$ cat src/rtl/seq_mult.sv
// seq_mult: iterative shift-add multiplier, one multiplier bit per clock.
// A start pulse in IDLE latches the operands, RUN performs WIDTH add
// iterations, and DONE presents the product with a single-cycle pulse.
//
// Handshake: a request is accepted on the rising edge where the FSM is in
// IDLE and start=1 (rst low). busy is high for exactly the WIDTH cycles of
// RUN. done is high for exactly one cycle, and p is valid in that cycle.
// p then holds its value until the next accepted request completes.
// start outside IDLE is ignored; requests are not queued.
//
// Build option: define SEQ_MULT_SIGNED_EN to honour signed_mode
// (two's-complement operands). Without it, every operation is unsigned
// and signed_mode is left unconnected internally.

module seq_mult #(
    parameter int WIDTH = 8
) (
    input  logic                 clk,
    input  logic                 rst,
    input  logic                 start,
    input  logic                 signed_mode,
    input  logic [WIDTH-1:0]     a,
    input  logic [WIDTH-1:0]     b,
    output logic                 busy,
    output logic                 done,
    output logic [2*WIDTH-1:0]   p,
    output logic [1:0]           dbg_state
);

    localparam int PW = 2 * WIDTH;
    localparam int CW = $clog2(WIDTH + 1);

    typedef enum logic [1:0] {
        IDLE = 2'd0,
        RUN  = 2'd1,
        DONE = 2'd2
    } state_t;

    state_t          state;
    state_t          state_nx;

    // Working registers for one operation.
    logic [PW-1:0]    mcand_q;   // extended multiplicand, shifted left each iteration
    logic [WIDTH-1:0] mplier_q;  // multiplier, shifted right so bit 0 is the current bit
    logic             sgn_q;     // operation runs in two's-complement mode
    logic [PW-1:0]    acc_q;     // running partial sum
    logic [CW-1:0]    cnt_q;     // iteration index, 0..WIDTH

    logic [PW-1:0]    ext_a;     // multiplicand extended to product width at accept
    logic             sgn_in;    // mode captured at accept
    logic [PW-1:0]    addend;
    logic [PW-1:0]    acc_nx;
    logic             last_iter;
    logic             accept;

`ifdef SEQ_MULT_SIGNED_EN
    // Signed operands are sign-extended so the shifted multiplicand keeps its
    // value modulo 2^PW; the MSB of the multiplier carries negative weight.
    assign ext_a  = signed_mode ? {{WIDTH{a[WIDTH-1]}}, a} : {{WIDTH{1'b0}}, a};
    assign sgn_in = signed_mode;
`else
    logic unused_signed_mode;
    assign unused_signed_mode = signed_mode;
    assign ext_a  = {{WIDTH{1'b0}}, a};
    assign sgn_in = 1'b0;
`endif

    assign accept    = (state == IDLE) && start;
    assign last_iter = (cnt_q == CW'(WIDTH - 1));
    assign dbg_state = state;

    // One shift-add step: add the current multiplicand when the multiplier
    // bit is set; the final signed iteration subtracts instead.
    always_comb begin
        addend = '0;
        acc_nx = acc_q;
        if (mplier_q[0]) begin
            addend = mcand_q;
        end
        if (sgn_q && last_iter) begin
            acc_nx = acc_q - addend;
        end else begin
            acc_nx = acc_q + addend;
        end
    end

    // State register.
    always_ff @(posedge clk) begin
        if (rst) begin
            state <= IDLE;
        end else begin
            state <= state_nx;
        end
    end

    // Next-state logic and Moore outputs.
    always_comb begin
        state_nx = state;
        busy     = 1'b0;
        done     = 1'b0;
        case (state)
            IDLE: begin
                if (start) begin
                    state_nx = RUN;
                end
            end
            RUN: begin
                busy = 1'b1;
                if (last_iter) begin
                    state_nx = DONE;
                end
            end
            DONE: begin
                done     = 1'b1;
                state_nx = IDLE;
            end
            default: begin
                state_nx = IDLE;
            end
        endcase
    end

    // Datapath: load on accept, iterate in RUN, publish p only at the end.
    always_ff @(posedge clk) begin
        if (rst) begin
            mcand_q  <= '0;
            mplier_q <= '0;
            sgn_q    <= 1'b0;
            acc_q    <= '0;
            cnt_q    <= '0;
            p        <= '0;
        end else if (accept) begin
            mcand_q  <= ext_a;
            mplier_q <= b;
            sgn_q    <= sgn_in;
            acc_q    <= '0;
            cnt_q    <= '0;
        end else if (state == RUN) begin
            mcand_q  <= {mcand_q[PW-2:0], 1'b0};
            mplier_q <= {1'b0, mplier_q[WIDTH-1:1]};
            acc_q    <= acc_nx;
            cnt_q    <= cnt_q + CW'(1);
            if (last_iter) begin
                p <= acc_nx;
            end
        end
    end

endmodule

$ cat config.mk
export PLATFORM = sky130hd
export DESIGN_NAME = seq_mult
export DESIGN_NICKNAME = d
export VERILOG_FILES = /design/src/rtl/seq_mult.sv
export SDC_FILE = /design/constraint.sdc
export NUM_CORES = 1
export LEC_CHECK = 0
export CAP_MARGIN = 10
export CELL_PAD_IN_SITES_DETAIL_PLACEMENT = 0
export CELL_PAD_IN_SITES_GLOBAL_PLACEMENT = 1
export CORE_MARGIN = 2
export CORE_UTILIZATION = 35
export DETAILED_ROUTE_END_ITERATION = 12
export GPL_TIMING_DRIVEN = 0
export PLACE_DENSITY_LB_ADDON = 0.1
export SLEW_MARGIN = 10
export SYNTH_ARGS = -nofsm -noshare
export SYNTH_HDL_FRONTEND = slang
export SYNTH_SLANG_ARGS = --single-unit
export TNS_END_PERCENT = 30
$ cat constraint.sdc
create_clock -name clk -period 3.2 [get_ports clk]
set_clock_uncertainty 0.15 [all_clocks]
set_input_delay 0.96 -clock clk [delete_from_list [all_inputs] [get_ports clk]]
set_output_delay 0.96 -clock clk [all_outputs]
set_load 0.02 [all_outputs]
==> impl_metrics.json <==
{
  "multiInputGateArea_um2": 1800,
  "h-tree-depth": 3,
  "viasPerCell": 5.09,
  "grt_start_max_net_pins": 19,
  "n_fill_cell": 911,
  "cts_root_buffer": "clkbuf_8",
  "avgSynthCellArea_um2": 8.03,
  "syn_inst": 390,
  "syn-num-nets": 427,
  "startpoint": "dbg_state[1]",
  "firstDrtPassIters": 4,
  "num_vias": 2811,
  "route.detailed.drc": 0,
  "ir_worst_vdd_mv": 0.186,
  "outcome": "finished, final reports clean",
  "n_antenna_cell": 0,
  "synthFlopType": "dfxtp_1",
  "tightestPinTransition_ns": 0.628,
  "arrival_ns": 1.97,
  "hold_viol": 0,
  "grt.overflow.total": 0,
  "tritoncts": "built",
  "dieWidth_um": 98.6,
  "fin_ws_ns": 0.115,
  "area_growth_pct": 23.5,
  "drt_first_iter_violations": 74,
  "crit_buf_inv": 3,
  "ys_ff_latch": 62,
  "nets": 476,
  "min_path_cells": 2,
  "cp_max_fo": 18,
  "regArea_um2": 1240,
  "slew_headroom": 0.581,
  "portBuffers": 38,
  "drv_cap": 0,
  "power.density_nw_per_um2": 421,
  "crit_type": "register to output pin",
  "antenna_found_initial": 0,
  "power.leakage_nw": 1.43,
  "start_util": 0.359,
  "crit_family": "buffers and inverters",
  "synth_seq_area_share": 0.396,
  "synthArstFlopShare": 0,
  "crit_chain": "nand2b_1 > clkbuf_1 > inv_2 > clkdlybuf4s50_1",
  "wirelength_mm": 8.26,
  "synth.distinct_cells": 47,
  "rsz0062_at_grt": "yes",
  "finalNonFillerCells": 552,
  "slew_viol_final": 0,
  "place_ws_ns": -0.186,
  "required_ns": 2.09,
  "cts_made_buffers": 9,
  "rr_endpoint": "p[14]",
  "drive_gt1_frac": 0.0766,
  "grt_pass1_wl_mm": 13.6,
  "rr_worst_depth": 10,
  "fin_hold_ws_ns": 0.306,
  "max_stage_delay_ns": 0.67,
  "start_kind": "register",
  "place.gp.congestion": 0.877,
  "cts_buffer_depth": 2,
  "min-delay-path-class": "register to register",
  "critPathSlowestCell": "clkdlybuf4s50_1",
  "timing.rr.start": "mplier_q[0]",
  "dieArea_um2": 9720,
  "worstHoldStart": "p[5]",
  "detail_route.wl_per_cell_um": 15.0,
  "finalSetupViolations": 0,
  "cts_hold_buf": 0,
  "clk_pin_slew_worst_paths_ns": 0.07,
  "grt_pass1_vias": 2761,
  "cts_sinks": 62,
  "finalCritPeriodShare": 0.964,
  "ioPinCount": 40,
  "ant_nets": 0,
  "rows": 34,
  "post-route-min-period_ns": 3.08,
  "grt_use_total": 0.178,
  "end_kind": "output pin",
  "clkLatencyLatePin_ns": 0.35,
  "synth_edf_count": 0,
  "dp.cells": 536,
  "clock.fmax_ghz": 0.324,
  "die_y_um": 98.6,
  "whs_endpoint": "p[5]",
  "worst-r2r-setup-slack_ns": 0.12,
  "syn_area_um2": 3130,
  "hpwlAfterDp_mm": 6.33,
  "core-area_um2": 8720,
  "power_mw": 1.63,
  "yosysWarnings": 0
}
-- per-stage QoR --
| step | cell area [um2] | setup TNS [ns] | utilization |
|---|---|---|---|
| floorplan | 3130 | 0 | - |
| global placement | 3650 | -3.87 | 0.418 |
| detailed placement | 3650 | -2.99 | 0.418 |
| CTS | 3840 | 0 | 0.441 |
| global route | 3870 | -0.0442 | 0.444 |
| finish | 3870 | 0 | 0.444 |
-- report_power, final --
group          switching, mW  internal (mW)
Sequential            0.0129          0.789
Clock                  0.325          0.358
Combinational         0.0897         0.0536
Total                  0.427           1.20
-- final cells by class --
class,instances,area share
Tap cell,108,0.0349
Inverter,2,0.00194
Buffer,25,0.0268
Sequential cell,62,0.321
Multi-Input combinational cell,300,0.466
Clock buffer,10,0.0330
Timing Repair Buffer,39,0.100
Clock inverter,6,0.0158
-- cell usage after synthesis (2+ instances only) --
| library cell | number | area, um2 |
|---|---|---|
| xnor2_1 | 8 | 70.1 |
| xor2_1 | 5 | 43.8 |
| a22oi_1 | 14 | 105 |
| or4_1 | 3 | 22.5 |
| or2_2 | 2 | 12.5 |
| dfxtp_1 | 62 | 1240 |
| nand2_1 | 87 | 327 |
| buf_1 | 2 | 7.51 |
| o21ai_0 | 6 | 30.0 |
| nand4_1 | 6 | 37.5 |
| nand4b_1 | 2 | 17.5 |
| o21bai_1 | 2 | 15.0 |
| nor3_1 | 4 | 20.0 |
| nor2_1 | 20 | 75.1 |
| clkbuf_1 | 23 | 86.3 |
| and2_1 | 16 | 100 |
| a211oi_1 | 4 | 30.0 |
| nand3_1 | 9 | 45.0 |
| a21o_1 | 5 | 37.5 |
| o31ai_1 | 2 | 15.0 |
| nor3b_1 | 2 | 15.0 |
| ha_1 | 16 | 200 |
| nor2b_1 | 2 | 12.5 |
| a21oi_1 | 57 | 285 |
| nor4b_1 | 2 | 17.5 |
| a21boi_0 | 2 | 15.0 |
| nand3b_1 | 7 | 52.6 |
-- state kept, by name (all words and copies together), names as in the netlist --
register / flops
acc_q: 16
cnt_q: 4
p: 16
dbg_state: 2
mplier_q: 8
mcand_q: 16
-- worst reg2reg max path, stage by stage, from the launching register on --
cell and delay, ns:
dfxtp_2 0.35, clkbuf_4 0.18, and2_1 0.18, ha_1 0.20, fa_2 0.36, a21o_1 0.21, a221oi_4 0.38, nor4b_4 0.10
o41ai_2 0.37, or3b_4 0.42, a21oi_2 0.12
-- logic make-up after synthesis --
family,count (synthesis),share of synthesized area
AO/OA/AOI/OAI,101,0.202
XOR/XNOR,13,0.0363
adder cells (fa/ha/maj),17,0.0703
buffers and inverters,28,0.0347
flip-flops,62,0.396
multiplexers,1,0.00320
AND/OR/NAND/NOR,168,0.257
-- timing repair --
action,in CTS,in global routing
setup buffers,0,1
pin swaps,1,3
endpoints found under the setup margin,4,18
gates resized for setup,3,6
-- worst max path at each step --
stage / to / slack (ns) / cells past startpoint
2_1_floorplan: p[14] / 0.31 / 10
3_3_place_gp: cnt_q[3] / -0.23 / 6
3_5_place_dp: cnt_q[3] / -0.19 / 6
4_1_cts: p[14] / 0.01 / 10
5_1_grt: p[14] / -0.04 / 10
6_report: busy / 0.12 / 4
-- layer usage --
layer	vias up	GRT usage	part of all wire
met1	1279	0.240	0.50
met3	12	0.0383	0.037
met4	0	0.0695	0.015
met5	-	0	0
li1	1459	-	-
met2	61	0.278	0.45
-- cells in the final DEF (no fill, tap or decap), drive strengths merged, types with 3 or more instances in the layout --
cell type / n
nand2: 87
dfxtp: 62
a21oi: 58
clkdlybuf4s50: 38
clkbuf: 34
nor2: 20
and2: 16
ha: 16
a22oi: 14
nand3: 9
xnor2: 8
nand3b: 7
o21ai: 6
nand4: 6
a21o: 5
xor2: 5
nor3: 4
a211oi: 4
or4: 3
clkinv: 3
nor4b: 3
inv: 3
Note: power is estimated with default switching activity, not from simulation.
